$ cat config.mk
export PLATFORM = sky130hd
export DESIGN_NAME = mips_mem_arbiter
export DESIGN_NICKNAME = d
export VERILOG_FILES = /design/src/rtl/mips_mem_arb_pkg.sv /design/src/rtl/mips_arb_prio3.sv /design/src/rtl/mips_mem_arbiter.sv
export SDC_FILE = /design/constraint.sdc
export NUM_CORES = 1
export LEC_CHECK = 0
export ABC_CLOCK_PERIOD_IN_PS = 1950
export CORE_AREA = 10 10 76 78
export DETAILED_ROUTE_END_ITERATION = 6
export DIE_AREA = 0 0 86 88
export DONT_BUFFER_PORTS = 1
export PLACE_DENSITY = 0.4
export SLEW_MARGIN = 40
export SYNTH_ARGS = -nofsm -noshare
export SYNTH_HDL_FRONTEND = slang
export SYNTH_SLANG_ARGS = --single-unit
$ cat constraint.sdc
create_clock -name clk1 -period 1.95 [get_ports clk1]
set_input_delay 0.2925 -clock clk1 [delete_from_list [all_inputs] [get_ports clk1]]
set_output_delay 0.2925 -clock clk1 [all_outputs]
set_load 0.02 [all_outputs]
$ cat src/rtl/mips_mem_arb_pkg.sv
// Shared types for the MIPS32 memory arbiter: read-return selector and requester indices.
package mips_mem_arb_pkg;

   // Records which requester owns the read data returning next cycle
   typedef enum logic [1:0] {
      RSEL_NONE = 2'd0,
      RSEL_IF   = 2'd1,
      RSEL_DM   = 2'd2,
      RSEL_DBG  = 2'd3
   } rsel_t;

   // Bit positions of each requester in request/grant vectors
   localparam int unsigned REQ_IF  = 0;
   localparam int unsigned REQ_DM  = 1;
   localparam int unsigned REQ_DBG = 2;
   localparam int unsigned NUM_REQ = 3;

endpackage

$ cat src/rtl/mips_arb_prio3.sv
// Combinational 3-way priority picker: DBG > DM > IF, or DBG > IF > DM when promote is set.
// Output is one-hot (or all zero when nothing requests).
module mips_arb_prio3
   import mips_mem_arb_pkg::*;
(
   input  logic [NUM_REQ-1:0] req,
   input  logic               promote,
   output logic [NUM_REQ-1:0] gnt
);

   // Pick exactly one winner; debug always wins, promotion lifts IF above MEM
   always_comb begin
      gnt = {NUM_REQ{1'b0}};
      if (req[REQ_DBG]) begin
         gnt[REQ_DBG] = 1'b1;
      end else if (promote && req[REQ_IF]) begin
         gnt[REQ_IF] = 1'b1;
      end else if (req[REQ_DM]) begin
         gnt[REQ_DM] = 1'b1;
      end else if (req[REQ_IF]) begin
         gnt[REQ_IF] = 1'b1;
      end else begin
         gnt = {NUM_REQ{1'b0}};
      end
   end

endmodule

$ cat src/rtl/mips_mem_arbiter.sv
// Single-port arbiter for the shared 1024x32 I/D memory of the pipelined MIPS32 core.
// Serves IF fetch, MEM-stage LW/SW and a debug/loader port; routes 1-cycle read data back.
// Optional build macro MEM_ARB_STATS_EN adds saturating grant statistics counters.
module mips_mem_arbiter
   import mips_mem_arb_pkg::*;
#(
   parameter int AW           = 10,
   parameter int DW           = 32,
   parameter int STARVE_LIMIT = 4,
   parameter int CW           = 3
) (
   input  logic          clk1,
   input  logic          rst_n,
   input  logic          cpu_halted,
   input  logic          if_req,
   input  logic [AW-1:0] if_addr,
   input  logic          if_flush,
   output logic          if_gnt,
   output logic          if_rvalid,
   input  logic          dm_req,
   input  logic          dm_we,
   input  logic [AW-1:0] dm_addr,
   input  logic [DW-1:0] dm_wdata,
   output logic          dm_gnt,
   output logic          dm_rvalid,
   input  logic          dbg_req,
   input  logic          dbg_we,
   input  logic [AW-1:0] dbg_addr,
   input  logic [DW-1:0] dbg_wdata,
   output logic          dbg_gnt,
   output logic          dbg_rvalid,
   output logic [DW-1:0] rdata,
   output logic          mem_en,
   output logic          mem_we,
   output logic [AW-1:0] mem_addr,
   output logic [DW-1:0] mem_wdata,
   input  logic [DW-1:0] mem_rdata
`ifdef MEM_ARB_STATS_EN
   ,
   output logic [31:0]   stat_if,
   output logic [31:0]   stat_dm,
   output logic [31:0]   stat_dbg,
   output logic [31:0]   stat_starve
`endif
);

   localparam logic [CW-1:0] LIMIT = CW'(STARVE_LIMIT);
   localparam logic [CW-1:0] ONE   = CW'(1);

   logic [NUM_REQ-1:0] req_s;
   logic [NUM_REQ-1:0] gnt_s;
   logic               promote_s;
   logic [CW-1:0]      starve_cnt_d, starve_cnt_q;
   rsel_t              rsel_d, rsel_q;

   // Reset masks every request so no grant can leave the block while rst_n is low;
   // a halted core may not fetch
   assign req_s[REQ_IF]  = if_req && !cpu_halted && rst_n;
   assign req_s[REQ_DM]  = dm_req && rst_n;
   assign req_s[REQ_DBG] = dbg_req && rst_n;

   assign promote_s = (starve_cnt_q == LIMIT);

   mips_arb_prio3 u_prio (
      .req     (req_s),
      .promote (promote_s),
      .gnt     (gnt_s)
   );

   assign if_gnt  = gnt_s[REQ_IF];
   assign dm_gnt  = gnt_s[REQ_DM];
   assign dbg_gnt = gnt_s[REQ_DBG];
   assign mem_en  = |gnt_s;

   // Steer the winner's command onto the memory port; idle port drives zeros
   always_comb begin
      mem_we    = 1'b0;
      mem_addr  = {AW{1'b0}};
      mem_wdata = {DW{1'b0}};
      if (gnt_s[REQ_DBG]) begin
         mem_we    = dbg_we;
         mem_addr  = dbg_addr;
         mem_wdata = dbg_wdata;
      end else if (gnt_s[REQ_DM]) begin
         mem_we    = dm_we;
         mem_addr  = dm_addr;
         mem_wdata = dm_wdata;
      end else if (gnt_s[REQ_IF]) begin
         mem_addr  = if_addr;
      end else begin
         mem_we    = 1'b0;
      end
   end

   // Count cycles IF waits while eligible; halt or a grant restarts the count
   always_comb begin
      starve_cnt_d = starve_cnt_q;
      if (cpu_halted || if_gnt) begin
         starve_cnt_d = {CW{1'b0}};
      end else if (if_req && (starve_cnt_q != LIMIT)) begin
         starve_cnt_d = starve_cnt_q + ONE;
      end else begin
         starve_cnt_d = starve_cnt_q;
      end
   end

   // Remember the read winner; a fetch killed by a branch in its grant cycle returns nothing
   always_comb begin
      rsel_d = RSEL_NONE;
      if (gnt_s[REQ_DBG] && !dbg_we) begin
         rsel_d = RSEL_DBG;
      end else if (gnt_s[REQ_DM] && !dm_we) begin
         rsel_d = RSEL_DM;
      end else if (gnt_s[REQ_IF] && !if_flush) begin
         rsel_d = RSEL_IF;
      end else begin
         rsel_d = RSEL_NONE;
      end
   end

   // Arbitration state register with synchronous active-low reset
   always_ff @(posedge clk1) begin
      if (!rst_n) begin
         starve_cnt_q <= {CW{1'b0}};
         rsel_q       <= RSEL_NONE;
      end else begin
         starve_cnt_q <= starve_cnt_d;
         rsel_q       <= rsel_d;
      end
   end

   // Return path: one rvalid per read, suppressed under reset and for a flushed fetch
   always_comb begin
      if_rvalid  = 1'b0;
      dm_rvalid  = 1'b0;
      dbg_rvalid = 1'b0;
      rdata      = {DW{1'b0}};
      if (rst_n) begin
         if_rvalid  = (rsel_q == RSEL_IF) && !if_flush;
         dm_rvalid  = (rsel_q == RSEL_DM);
         dbg_rvalid = (rsel_q == RSEL_DBG);
         rdata      = mem_rdata;
      end else begin
         rdata      = {DW{1'b0}};
      end
   end

`ifdef MEM_ARB_STATS_EN
   logic [31:0] stat_if_d, stat_if_q;
   logic [31:0] stat_dm_d, stat_dm_q;
   logic [31:0] stat_dbg_d, stat_dbg_q;
   logic [31:0] stat_starve_d, stat_starve_q;

   // Saturating grant counters; promoted IF grants counted separately
   always_comb begin
      stat_if_d     = stat_if_q;
      stat_dm_d     = stat_dm_q;
      stat_dbg_d    = stat_dbg_q;
      stat_starve_d = stat_starve_q;
      if (if_gnt && (stat_if_q != 32'hFFFF_FFFF)) begin
         stat_if_d = stat_if_q + 32'd1;
      end else begin
         stat_if_d = stat_if_q;
      end
      if (dm_gnt && (stat_dm_q != 32'hFFFF_FFFF)) begin
         stat_dm_d = stat_dm_q + 32'd1;
      end else begin
         stat_dm_d = stat_dm_q;
      end
      if (dbg_gnt && (stat_dbg_q != 32'hFFFF_FFFF)) begin
         stat_dbg_d = stat_dbg_q + 32'd1;
      end else begin
         stat_dbg_d = stat_dbg_q;
      end
      if (if_gnt && promote_s && (stat_starve_q != 32'hFFFF_FFFF)) begin
         stat_starve_d = stat_starve_q + 32'd1;
      end else begin
         stat_starve_d = stat_starve_q;
      end
   end

   // Statistics registers, cleared by reset
   always_ff @(posedge clk1) begin
      if (!rst_n) begin
         stat_if_q     <= 32'd0;
         stat_dm_q     <= 32'd0;
         stat_dbg_q    <= 32'd0;
         stat_starve_q <= 32'd0;
      end else begin
         stat_if_q     <= stat_if_d;
         stat_dm_q     <= stat_dm_d;
         stat_dbg_q    <= stat_dbg_d;
         stat_starve_q <= stat_starve_d;
      end
   end

   assign stat_if     = stat_if_q;
   assign stat_dm     = stat_dm_q;
   assign stat_dbg    = stat_dbg_q;
   assign stat_starve = stat_starve_q;
`endif

endmodule
## Yosys cells after proc, flatten, opt, wreduce, memory -nomap -nowiden

Cells that the tools add are included.

| storage, ports and cells | value |
|---|---|
| register bits after elaboration | 5 |
| latch bits | 0 |
| output and inout bits | 82 |
| RAM bits | 0 |
| memories kept | 0 |
| input port bits | 135 |
| bits in read-only memories | 0 |

| cells by class | value |
|---|---|
| multiply operators | 0 |
| order comparisons | 0 |
| $add $sub $neg | 1 |
| bitwise logic cells | 1 |
| equality and inequality tests | 5 |
| div/mod/pow operators | 0 |
| reductions and logical operators | 17 |
| shift operators | 0 |
| multiplexer cells | 21 |

Operators with widths:

| kind | count |
|---|---|
| 32-bit 2-to-1 mux | 3 |
| 10-bit 2-to-1 mux | 3 |
| 1-bit 2-to-1 mux | 12 |
| 1-bit logical AND | 10 |
| 2-bit 2-to-1 mux | 3 |
| 2-bit == test, second input constant | 2 |
| 1-bit zero test | 4 |
| 3-bit by 1-bit adder with 3-bit output, second input constant | 1 |
| 3-bit == test, second input constant | 1 |
| 3-bit != test, second input constant | 1 |
| 3-bit OR reduction | 1 |
| 2-bit by 1-bit == test with 1-bit output, second input constant | 1 |
| 2-bit OR reduction | 1 |
| 1-bit logical OR | 1 |
| 1-bit inverter | 1 |

## Longest topological paths before layout

| depth | value |
|---|---|
| depth in word-level cells | 11 |
| mapped depth | 6 |
| mapped depth without buffers | 5 |

## Hierarchy

A second synthesis with hierarchy kept.

| unflattened totals | value |
|---|---|
| cells, all modules | 155 |
| area, all modules | 1,082.3 um^2 |

Modules (own cells, without submodules):

| module | times used | cells each | area an instance (um^2) |
|---|---|---|---|
| mips_mem_arbiter | 1 | 150 | 1,044.8 |
| mips_arb_prio3 | 1 | 5 | 37.5 |

## Least setup slack after synthesis

OpenSTA, ideal clock, no wires.

| timing path | value |
|---|---|
| path kind | register to output |
| start point | register starve_cnt_q[0] |
| end point | output mem_wdata[18] |
| slack | 0.034 ns |
| cell stages (with the launch flop) | 7 |
| arrival | 1.623 ns |
| path buffers | 1 |
| data required time | 1.657 ns |
| cell sequence | dfxtp_1 -> inv_1 -> ha_1 -> and4b_4 -> nor3_4 -> buf_6 -> a22o_1 |

| between the ends | value |
|---|---|
| cells in the longest elaborated chain, start to end | 6 |

Ends and longest elaborated chain:

| item | line | source |
|---|---|---|
| start, declared | mips_mem_arbiter.sv:53 | `logic [CW-1:0] starve_cnt_d, starve_cnt_q;` |
| start signal, assigned | mips_mem_arbiter.sv:124 | `starve_cnt_q <= {CW{1'b0}};` |
| start signal, assigned | mips_mem_arbiter.sv:127 | `starve_cnt_q <= starve_cnt_d;` |
| 3-bit == test | mips_mem_arbiter.sv:62 | `assign promote_s = (starve_cnt_q == LIMIT);` |
| 1-bit logical AND | mips_arb_prio3.sv:16 | `end else if (promote && req[REQ_IF]) begin` |
| 1-bit 2-to-1 mux | mips_arb_prio3.sv:16 |  |
| 2-bit 2-to-1 mux | mips_arb_prio3.sv:14 | `if (req[REQ_DBG]) begin` |
| via dm_gnt | mips_mem_arbiter.sv:24 | `output logic dm_gnt,` |
| 32-bit 2-to-1 mux | mips_mem_arbiter.sv:84 | `end else if (gnt_s[REQ_DM]) begin` |
| 32-bit 2-to-1 mux | mips_mem_arbiter.sv:80 | `if (gnt_s[REQ_DBG]) begin` |
| end, declared | mips_mem_arbiter.sv:36 | `output logic [DW-1:0] mem_wdata,` |

The timed path passes the listed nets, and every way through them passes these cells.

## Worst setup path in the final report

| timing path | value |
|---|---|
| start point | register starve_cnt_q[1] |
| end point | output mem_addr[1] |

| between the ends | value |
|---|---|
| cells in the longest elaborated chain, start to end | 7 |
| elaborated cells between the ends (all ways) | 8 |
| classes of those cells | eq/ne (1); mux (6); reduce/logical (1) |

Ends and longest elaborated chain:

| item | line | source |
|---|---|---|
| 3-bit == test * | mips_mem_arbiter.sv:62 |  |
| 1-bit logical AND * | mips_arb_prio3.sv:16 |  |
| 1-bit 2-to-1 mux | mips_arb_prio3.sv:16 |  |
| 2-bit 2-to-1 mux * | mips_arb_prio3.sv:14 |  |
| 10-bit 2-to-1 mux | mips_mem_arbiter.sv:88 | `end else if (gnt_s[REQ_IF]) begin` |
| 10-bit 2-to-1 mux * | mips_mem_arbiter.sv:84 |  |
| 10-bit 2-to-1 mux * | mips_mem_arbiter.sv:80 |  |
| end, declared | mips_mem_arbiter.sv:35 | `output logic [AW-1:0] mem_addr,` |

Mark *: on every way between the ends. The rest lies on a longest branch, timed or not.

==> flow_metrics.py <==
metrics = {
    "outcome": {
        "outcome": "complete, but fails checks",
        "violations": "setup timing",
    },
    "drt": {
        "drc": 0,
        "vias": 1228,
        "viasPerCell": 6.46,
        "first_pass_iters": 4,
        "postRouteAntennaNets": 0,
        "wire_per_inst_um": 35.6,
        "drt_iter0_markers": 42,
        "wl_um": 6760,
    },
    "layout": {
        "syn_to_final_growth_pct": 42.9,
        "nets": 276,
        "fin_area_mm2": 0.00155,
        "stdcell_count": 190,
        "drive_above_1_share_pct": 47.8,
        "multi_input_area_mm2": 0.00113,
        "diodes": 0,
        "regArea_um2": 103,
        "n_fill_cell": 421,
    },
    "power_and_ir_drop": {
        "p_leak_uw": 0.000686,
        "swShare_pct": 40.8,
        "seqPwrFrac_pct": 16.6,
        "combinationalPowerShare_pct": 55.1,
        "p_sw_uw": 269,
        "p_int_uw": 390,
        "power.total_uw": 660,
        "vdd_ir_drop_max_mv": 0.232,
        "powerDensity_mw_per_mm2": 427,
        "power.clock.fraction_pct": 28.2,
    },
    "critical_path": {
        "worstPathCellList": "inv_2 > ha_4 > and4b_4 > nor3_4 > buf_12 > buf_16 > a221o_2",
        "crit_arrival_ns": 1.72,
        "slowest_stage": "a221o_2",
        "critical_path.max_fanout": 12,
        "cp_num_buf_inv": 3,
        "cp-end-kind": "output pin",
        "cpLargestDelayFamily": "compound AO/OA/AOI/OAI gates",
        "required_ns": 1.66,
        "r2r_cells": 9,
        "r2r_start": "starve_cnt_q[1]$_SDFFE_PP0P_",
        "startpoint_type": "flop",
        "worst-r2r-setup-slack_ns": 0.27,
        "worst-setup-path-type": "flop to output pin",
        "r2r-end": "starve_cnt_q[2]$_SDFFE_PP0P_",
        "slowest_delay_ns": 0.41,
    },
    "floorplan": {
        "ioPinCount": 217,
        "die_y_um": 88,
        "die_w_um": 86,
        "row_count": 24,
        "die_area_mm2": 0.00757,
        "coreArea_mm2": 0.00429,
        "initial_utilization_pct": 25.2,
    },
    "timing": {
        "worst_slack_ns": -0.0580,
        "slew_headroom_pct": 39.3,
        "maxSlewViolCount": 0,
        "post-route-period-util_pct": 103,
        "hold_violations": 0,
        "fmax_mhz": 498,
        "finClkSkew_ns": 0.00320,
        "grt_setup_unrepaired": "true",
        "worstMarginPinSlew_ns": 0.909,
        "fin_crit_ns": 2.01,
        "setup_violations": 30,
    },
    "placement": {
        "place_area_mm2": 0.00114,
        "pre_cts_ws_ns": 0.0275,
        "gp_congestion": 0.812,
        "dp_cells": 180,
        "dpl.hpwl_um": 5510,
        "portBuffers": 0,
    },
    "logic_synthesis": {
        "ys_seq_elements": 5,
        "synth_cell_types": 31,
        "synth_ff_type": "dfxtp_1",
        "syn_avg_cell_area_um2": 8.08,
        "netlist_area_mm2": 0.00108,
        "synth-seq-area-share_pct": 9.25,
        "ys_warn_count": 0,
        "synth-async-reset-ratio_pct": 0,
        "netlist_instances": 134,
        "synth_edf_count": 0,
        "syn-num-nets": 271,
    },
    "worst_hold_path": {
        "min_from": "dbg_we",
        "hold_end": "rsel_q[0]$_SDFF_PN0_",
        "hold_class": "input port to flop",
        "min_path_cells": 1,
    },
    "grt": {
        "gr-total-overflow": 0,
        "grt_util_all_layers_pct": 14.3,
        "grt_first_pass_wirelength_um": 8770,
        "antenna_found_initial": 0,
        "first_global_vias": 1353,
        "grt_start_max_net_pins": 49,
    },
    "clocking": {
        "root_buffer": "clkbuf_8",
        "cts_tree": "done",
        "clkTransAtPathRegs_ns": 0.04,
        "cts_sinks": 5,
        "hold_buffers": 0,
        "clk_path_buf_depth": 2,
        "clk_latency_ns": 0.22,
        "htree_num_levels": 1,
        "cts_buffers": 3,
    },
    "run": {
        "cap_violations": 0,
    },
}
-- kinds of logic after synthesis --
group / share of synthesized area [%]
simple gates: 36.0
buf+inv: 9.59
fa+ha+maj: 2.31
xor+xnor: 0.809
compound gates: 41.2
mux: 0.925
flops: 9.25
-- registers in the layout, indices dropped and copies added (netlist names) --
signal,flops
starve_cnt_q,3
rsel_q,2
-- area by class of cell --
class                      instances  area share, %
clock buffer                       4           2.91
inverter                           4          0.971
sequential                         5           6.63
timing repair buffer              14           12.1
tap                               52           4.21
multi-input combinational        111           73.1
-- power groups by stage --
stage	logic, uW	registers (uW)	clock network (uW)
4_1_cts	349	110	189
2_1_floorplan	270	110	0
6_report	364	110	186
5_1_grt	380	110	201
3_3_place_gp	300	110	0
3_5_place_dp	300	110	0
-- layer usage --
layer	GRT usage, %	up-vias	share of wire, %
li1	-	531	-
met3	7.43	12	12
met2	27.9	121	57
met5	0	-	0
met4	4.04	0	1.7
met1	12.3	564	29
-- worst max-delay path by stage --
stage / from / endpoint / slack, ns / depth (start not counted)
3_5_place_dp: starve_cnt_q[1]$_SDFFE_PP0P_ / mem_wdata[30] / 0.03 / 7
3_3_place_gp: starve_cnt_q[1]$_SDFFE_PP0P_ / mem_wdata[30] / 0.07 / 7
5_1_grt: starve_cnt_q[1]$_SDFFE_PP0P_ / mem_addr[9] / -0.11 / 7
4_1_cts: starve_cnt_q[1]$_SDFFE_PP0P_ / mem_wdata[13] / -0.05 / 7
6_report: starve_cnt_q[1]$_SDFFE_PP0P_ / mem_addr[1] / -0.06 / 7
2_1_floorplan: starve_cnt_q[0]$_SDFFE_PP0P_ / mem_wdata[18] / 0.03 / 6
-- cells in the final DEF (no fill, tap or decap), types with 2 or more instances in the layout --
master | Yosys | routed
and2_1 | 32 | 32
a22o_4 | 0 | 25
and3_1 | 11 | 11
a22o_2 | 0 | 7
buf_4 | 1 | 7
a221o_1 | 5 | 5
a221o_2 | 5 | 5
nand2_1 | 4 | 4
inv_2 | 1 | 3
clkbuf_8 | 0 | 3
buf_12 | 0 | 3
dfxtp_1 | 5 | 3
or3b_4 | 0 | 2
nor2_1 | 2 | 2
nor3_1 | 2 | 2
buf_6 | 4 | 2
dfxtp_2 | 0 | 2
-- through the flow --
stage | TNS, ns | hold slack (ns) | util [%]
floorplan | 0 | 0.389 | -
global placement | 0 | 0.403 | 26.6
detailed placement | 0 | 0.399 | 26.6
CTS | -0.618 | 0.172 | 33.6
global route | -3.09 | 0.170 | 36.0
finish | -0.934 | 0.173 | 36.0
-- worst register-to-register path: stages, from the launching register on --
cell and delay [ns]:
dfxtp_2 0.33, inv_2 0.05, ha_4 0.15, buf_4 0.14
a21boi_4 0.16, nor4b_4 0.07, buf_6 0.15, buf_4 0.13
buf_4 0.13, a2111oi_0 0.26
-- cell usage after synthesis (2+ instances only) --
cell | number | share of area (%)
or3b_2 | 2 | 1.6
nor2_1 | 2 | 0.69
a22o_1 | 33 | 27
ha_1 | 2 | 2.3
and2_1 | 32 | 18
a221o_2 | 5 | 5.2
dfxtp_1 | 5 | 9.2
nor3_1 | 2 | 0.92
nand2_1 | 4 | 1.4
inv_1 | 3 | 1.0
clkbuf_1 | 7 | 2.4
a221o_1 | 5 | 4.6
buf_6 | 4 | 4.2
and3_1 | 11 | 6.4
-- timing repair --
| item | CTS | global route |
|---|---|---|
| resized for setup | 58 | 11 |
| hold endpoints to repair | 0 | 0 |
| buffers inserted | 6 | 0 |
| gates cloned | 1 | 1 |
| pin swaps | 15 | 1 |
| setup endpoints to repair | 44 | 44 |
Power figures use the tool's default switching activity.
